**src/rtl/spike_gen_scheduler.sv**
```systemverilog
// Sequencer for the SNN input-stage spike generator bank: present pattern, rest, done.
// Latency: accepted start shows PRESENT outputs next cycle; all outputs registered.
// Backpressure: none; start is honoured only in IDLE, abort returns PRESENT/REST to IDLE.
module spike_gen_scheduler #(
  parameter int NUM_INPUTS      = 16,
  parameter int STEP_WIDTH      = 8,
  parameter int CYCLES_PER_STEP = 4
) (
  input  logic                  clk,
  input  logic                  rst,
  input  logic                  start,
  input  logic                  abort,
  input  logic [NUM_INPUTS-1:0] pattern,
  input  logic [STEP_WIDTH-1:0] present_steps,
  input  logic [STEP_WIDTH-1:0] rest_steps,
  output logic [NUM_INPUTS-1:0] spike_en,
  output logic                  gen_clr,
  output logic                  step_tick,
  output logic [STEP_WIDTH-1:0] step_count,
  output logic [1:0]            phase,
  output logic                  busy,
  output logic                  done
);

  localparam int CW = (CYCLES_PER_STEP > 1) ? $clog2(CYCLES_PER_STEP) : 1;
  localparam logic [CW-1:0]         CYC_LAST = CW'(CYCLES_PER_STEP - 1);
  localparam logic [CW-1:0]         CYC_ONE  = CW'(1);
  localparam logic [STEP_WIDTH-1:0] STP_ONE  = STEP_WIDTH'(1);

  // Encoding doubles as the phase output value.
  typedef enum logic [1:0] {
    S_IDLE    = 2'b00,
    S_PRESENT = 2'b01,
    S_REST    = 2'b10,
    S_DONE    = 2'b11
  } state_t;

  state_t                  state_q, state_d;
  logic [CW-1:0]           cyc_q, cyc_d;
  logic [STEP_WIDTH-1:0]   stp_q, stp_d;       // ticks completed before the current cycle
  logic [NUM_INPUTS-1:0]   pat_q, pat_d;
  logic [STEP_WIDTH-1:0]   pres_q, pres_d;
  logic [STEP_WIDTH-1:0]   rest_q, rest_d;

  logic [NUM_INPUTS-1:0]   spike_en_q, spike_en_d;
  logic                    gen_clr_q, gen_clr_d;
  logic                    step_tick_q, step_tick_d;
  logic [STEP_WIDTH-1:0]   step_count_q, step_count_d;
  logic [1:0]              phase_q, phase_d;
  logic                    busy_q, busy_d;
  logic                    done_q, done_d;

  logic                    counting;
  logic                    tick_now;
  logic [STEP_WIDTH-1:0]   stp_inc;
  logic [STEP_WIDTH-1:0]   limit;

  // Current-cycle tick and the step limit of the active phase.
  always_comb begin
    counting = (state_q == S_PRESENT) || (state_q == S_REST);
    tick_now = counting && (cyc_q == CYC_LAST);
    stp_inc  = stp_q + STP_ONE;
    limit    = (state_q == S_PRESENT) ? pres_q : rest_q;
  end

  // Next-state, counter and latch logic.
  always_comb begin
    state_d = state_q;
    cyc_d   = cyc_q;
    stp_d   = stp_q;
    pat_d   = pat_q;
    pres_d  = pres_q;
    rest_d  = rest_q;
    case (state_q)
      S_IDLE: begin
        // Abort wins over a simultaneous start.
        if (start && !abort) begin
          pat_d  = pattern;
          pres_d = present_steps;
          rest_d = rest_steps;
          cyc_d  = '0;
          stp_d  = '0;
          if (present_steps != '0)   state_d = S_PRESENT;
          else if (rest_steps != '0) state_d = S_REST;
          else                       state_d = S_DONE;
        end
      end
      S_PRESENT, S_REST: begin
        if (abort) begin
          state_d = S_IDLE;
          cyc_d   = '0;
          stp_d   = '0;
        end else if (tick_now) begin
          cyc_d = '0;
          if (stp_inc == limit) begin
            stp_d = '0;
            if (state_q == S_PRESENT && rest_q != '0) state_d = S_REST;
            else                                      state_d = S_DONE;
          end else begin
            stp_d = stp_inc;
          end
        end else begin
          cyc_d = cyc_q + CYC_ONE;
        end
      end
      default: begin
        // DONE lasts exactly one cycle.
        state_d = S_IDLE;
        cyc_d   = '0;
        stp_d   = '0;
      end
    endcase
  end

  // Outputs are derived from the next state so they register alongside it.
  always_comb begin
    spike_en_d   = (state_d == S_PRESENT) ? pat_d : '0;
    gen_clr_d    = (state_d == S_PRESENT) && (state_q != S_PRESENT);
    step_tick_d  = ((state_d == S_PRESENT) || (state_d == S_REST)) && (cyc_d == CYC_LAST);
    step_count_d = step_tick_d ? (stp_d + STP_ONE) : stp_d;
    phase_d      = state_d;
    busy_d       = (state_d == S_PRESENT) || (state_d == S_REST);
    done_d       = (state_d == S_DONE);
  end

  // State, latches, counters and registered outputs.
  always_ff @(posedge clk or negedge rst) begin
    if (!rst) begin
      state_q      <= S_IDLE;
      cyc_q        <= '0;
      stp_q        <= '0;
      pat_q        <= '0;
      pres_q       <= '0;
      rest_q       <= '0;
      spike_en_q   <= '0;
      gen_clr_q    <= 1'b0;
      step_tick_q  <= 1'b0;
      step_count_q <= '0;
      phase_q      <= 2'b00;
      busy_q       <= 1'b0;
      done_q       <= 1'b0;
    end else begin
      state_q      <= state_d;
      cyc_q        <= cyc_d;
      stp_q        <= stp_d;
      pat_q        <= pat_d;
      pres_q       <= pres_d;
      rest_q       <= rest_d;
      spike_en_q   <= spike_en_d;
      gen_clr_q    <= gen_clr_d;
      step_tick_q  <= step_tick_d;
      step_count_q <= step_count_d;
      phase_q      <= phase_d;
      busy_q       <= busy_d;
      done_q       <= done_d;
    end
  end

  assign spike_en   = spike_en_q;
  assign gen_clr    = gen_clr_q;
  assign step_tick  = step_tick_q;
  assign step_count = step_count_q;
  assign phase      = phase_q;
  assign busy       = busy_q;
  assign done       = done_q;

endmodule

```
**config.mk**
```make
export PLATFORM = sky130hd
export DESIGN_NAME = spike_gen_scheduler
export DESIGN_NICKNAME = d
export VERILOG_FILES = /design/src/rtl/spike_gen_scheduler.sv
export SDC_FILE = /design/constraint.sdc
export NUM_CORES = 1
export LEC_CHECK = 0
export ABC_AREA = 1
export CORE_ASPECT_RATIO = 0.75
export CORE_MARGIN = 2
export CORE_UTILIZATION = 60
export CTS_CLUSTER_DIAMETER = 30
export DETAILED_ROUTE_END_ITERATION = 8
export DONT_BUFFER_PORTS = 1
export PLACE_DENSITY_LB_ADDON = 0.15
export SYNTH_ARGS = -nofsm -noshare
export SYNTH_HDL_FRONTEND = slang
export SYNTH_SLANG_ARGS = --single-unit
export TNS_END_PERCENT = 30
```
**constraint.sdc**
```tcl
create_clock -name clk -period 3.4 [get_ports clk]
set_input_delay 0.68 -clock clk [delete_from_list [all_inputs] [get_ports clk]]
set_output_delay 0.68 -clock clk [all_outputs]
set_load 0.01 [all_outputs]
```
==> summary.txt <==
Status: finished, final reports clean
Worst-case headroom to the max-slew limit: 44.8%
Synthesized-area fraction occupied by and/or/nand/nor cells: 23.5%
Highest clock frequency the design can meet: 0.317 GHz
Vertical die dimension: 71.7 um
Average wire per cell in the routed design: 14.0 um
Cell Pwr Density: 774 nW/um^2
Total CTS buffers: 9
Distinct cell type count of the synthesized netlist: 36
Number of max-cap violations: 0
Count of flip-flops with a built-in enable after synthesis: 0
Number of nets in the layout: 500
Static leakage power: 2.17 nW
Final Worst Setup Slack: 0.243 ns
# DRC: 0
Clock transition at the registers of the reported paths: 0.07 ns
Dominant register cell in the synthesized netlist: dfrtp_1
Number of global-route vias before repair: 2780
Actual transition at the worst max-transition pin: 0.825 ns
Most frequently used cell type in the post-synthesis netlist: nand2_1
Peak supply drop: 451 uV
Maximum fanout along the worst path: 4
Top cells by area in the synthesized netlist: dfrtp_1 (49%), nand2_1 (11%), inv_1 (8.5%)
Total number of clock tree sinks: 72
Sequential-to-total area share from yosys stat: 49.1%
Worst R2R Start: phase[0]
Share of the synthesized area in compound gates (AO/OA/AOI/OAI): 13.1%
Post-placement setup slack: 0.0937 ns
N_diodes: 0
Later-pin clock latency in the skew report: 0.35 ns
Avg Inst Size Synth: 8.31 um^2
Post-detailed-placement half-perimeter wirelength: 5.49 mm
Data required time at the worst endpoint: 3.64 ns
Post-synthesis xor/xnor area fraction: 1.16%
Iteration count of the initial detailed-routing pass: 4
Met3 Wirelength: 679 um
Post-synth ARST share: 100%
Count of synthesis-stage warnings from yosys: 0
Core footprint: 5860 um^2
Most instantiated cells after synthesis: nand2_1 (103), inv_1 (83), dfrtp_1 (72)
Overflow left after global routing: 0
Worst R2R End: step_count[4]
Worst Setup End Kind: register
Detailed router's first-iteration violation count: 229
Count of state elements after synthesis: 72
Post-Route Utilization: 69.6%
Type of the most critical hold path: in2async
Post-Synthesis Net Count: 486
TNS Setup: 0 ns
Final number of max-transition violations: 0
Pin count of the biggest net entering global routing: 55
Detail Route Antenna Nets: 0
Antenna violations before repair: 0
Detailed-route wire length on metal 1: 3.47 mm
Min Tclk post-route: 3.16 ns
Site Rows: 24
Overall via count from detail_route: 2843
Syn Inst Count: 442
Max Used Layer: met4
Data arrival time at the worst-slack endpoint: 3.40 ns
Routability-driven placement congestion ratio: 0.926
Longest Clk Path Bufs: 2
Hold Fails Final Rpt: 0
Clock tree root driver cell: clkbuf_8
DRT Wirelength: 7.57 mm
Top-level port count: 66
Fraction of layout cells with a size suffix above 1: 18.2%
Number of vias per cell after detailed routing: 5.27
Final Cycle Share: 92.8%
GRT Total Usage: 24.7%
Clock H-tree levels: 3
Crit path launch type: register
Effective utilization at floorplan: 62.7%
Die X-Extent: 94.3 um
Clk_skew: 0.00637 ns
Largest family of logic cells by synthesized area: simple AND/OR/NAND/NOR gates
Wire length of the first global-routing pass: 12.8 mm
Type of the worst setup path: reg2reg
Area growth syn-to-layout: 11.0%
Area share of the largest cell type after synthesis: 49.1%
Largest area contributor in the synthesized netlist: dfrtp_1
Number of cells on the worst reg-to-reg path: 21
Full die area: 6770 um^2
Port buffer count: 0
CTS tree: yes
Share of cell area taken by muxes after synthesis: 0%
Synthesized area: 3670 um^2
# setup viols final: 0
Routed wl met2: 3.34 mm
Worst R2R Setup Slack: 0.24 ns
Adder-Cell Fraction of Synth Area: 2.73%
repair_timing:
item / 4_1_cts / 5_1_grt
buffers inserted: 0 / 2
hold endpoints to repair: 19 / 0
resized for setup: 0 / 10
hold buffers: 1 / 0
endpoints found under the setup margin: 0 / 5
cell type report:
class	instances	area [um^2]
flip-flops and latches	72	1800
clock inverters	6	67.6
well taps	78	97.6
clock buffers	10	138
inverters	89	334
fillers	481	1780
multi-input cells	270	1530
repair buffers	14	108
worst max-delay path by stage:
| stage | startpoint | to | slack, ns | cells past startpoint |
|---|---|---|---|---|
| 2_1_floorplan | phase[1] | step_count[7] | 0.28 | 25 |
| 3_3_place_gp | phase[0] | step_count[7] | 0.23 | 20 |
| 3_5_place_dp | phase[0] | step_count[7] | 0.09 | 20 |
| 4_1_cts | phase[0] | step_count[7] | 0.07 | 20 |
| 5_1_grt | phase[1] | step_count[4] | -0.04 | 24 |
| 6_report | phase[0] | step_count[4] | 0.24 | 21 |
state kept, by name (all words and copies together), names as in the netlist, 2 cells and up:
name and cells:
phase 2, rest_q 8, step_count 8, cyc_q 2, stp_q 8, spike_en 16, pres_q 8, pat_q 16
critical path, cell delays in order (launching register included):
cell and delay [ns]:
dfrtp_2 0.42, inv_1 0.07, ha_1 0.31, nand2_1 0.13, inv_2 0.12, nand3_1 0.08, nor2_1 0.11, nand2_1 0.06
nor2_1 0.11, nand3_2 0.11, a21oi_1 0.14, o21ai_0 0.13, a21oi_2 0.21, ha_1 0.25, inv_1 0.08, nand3_2 0.10
nor2_1 0.12, nand2_1 0.13, nor2_4 0.14, nand2_1 0.08, o21ai_1 0.10, inv_1 0.05
through the flow:
stage	total power, W	hold slack (ns)	instances	area, um^2
CTS	0.00314	0.000883	537	4020
finish	0.00315	0.0220	539	4080
global placement	0.00239	0.386	520	3810
detailed placement	0.00243	0.386	520	3810
floorplan	0.00215	0.384	442	3670
global route	0.00340	0.00164	539	4080
routing by layer:
metal	global-route usage, %	up-vias
met1	34.9	1325
met2	36.1	91
met5	0	-
li1	-	1417
met3	8.31	10
met4	8.86	0
power by group:
group	total, W	internal (W)	leakage [nW]	switching, W
clock network	0.000687	0.000361	0.0989	0.000326
logic	0.00108	0.000432	1.17	0.000653
registers	0.00138	0.00118	0.905	0.000203
cells by family after synthesis:
logic type               after synthesis
AO/OA/AOI/OAI                         81
XOR/XNOR                               4
adder cells (fa/ha/maj)                8
buffers and inverters                100
flip-flops                            72
AND/OR/NAND/NOR                      177
cells in the final DEF, fill, tap and decap left out, types with 4 or more instances in the layout:
cell and instances:
nand2_1 103, inv_1 81, dfrtp_1 71, o21ai_0 26, a21oi_1 26, or2_2 16, a211oi_1 16, nor2_1 14
buf_4 13, clkbuf_8 10, nand3_1 9, inv_2 7, ha_1 7, nand2_2 6, nand3_2 5, nand2_4 5
nand4_1 4, nor2_4 4, nor2_2 4
(Power assumes the default switching activity.)
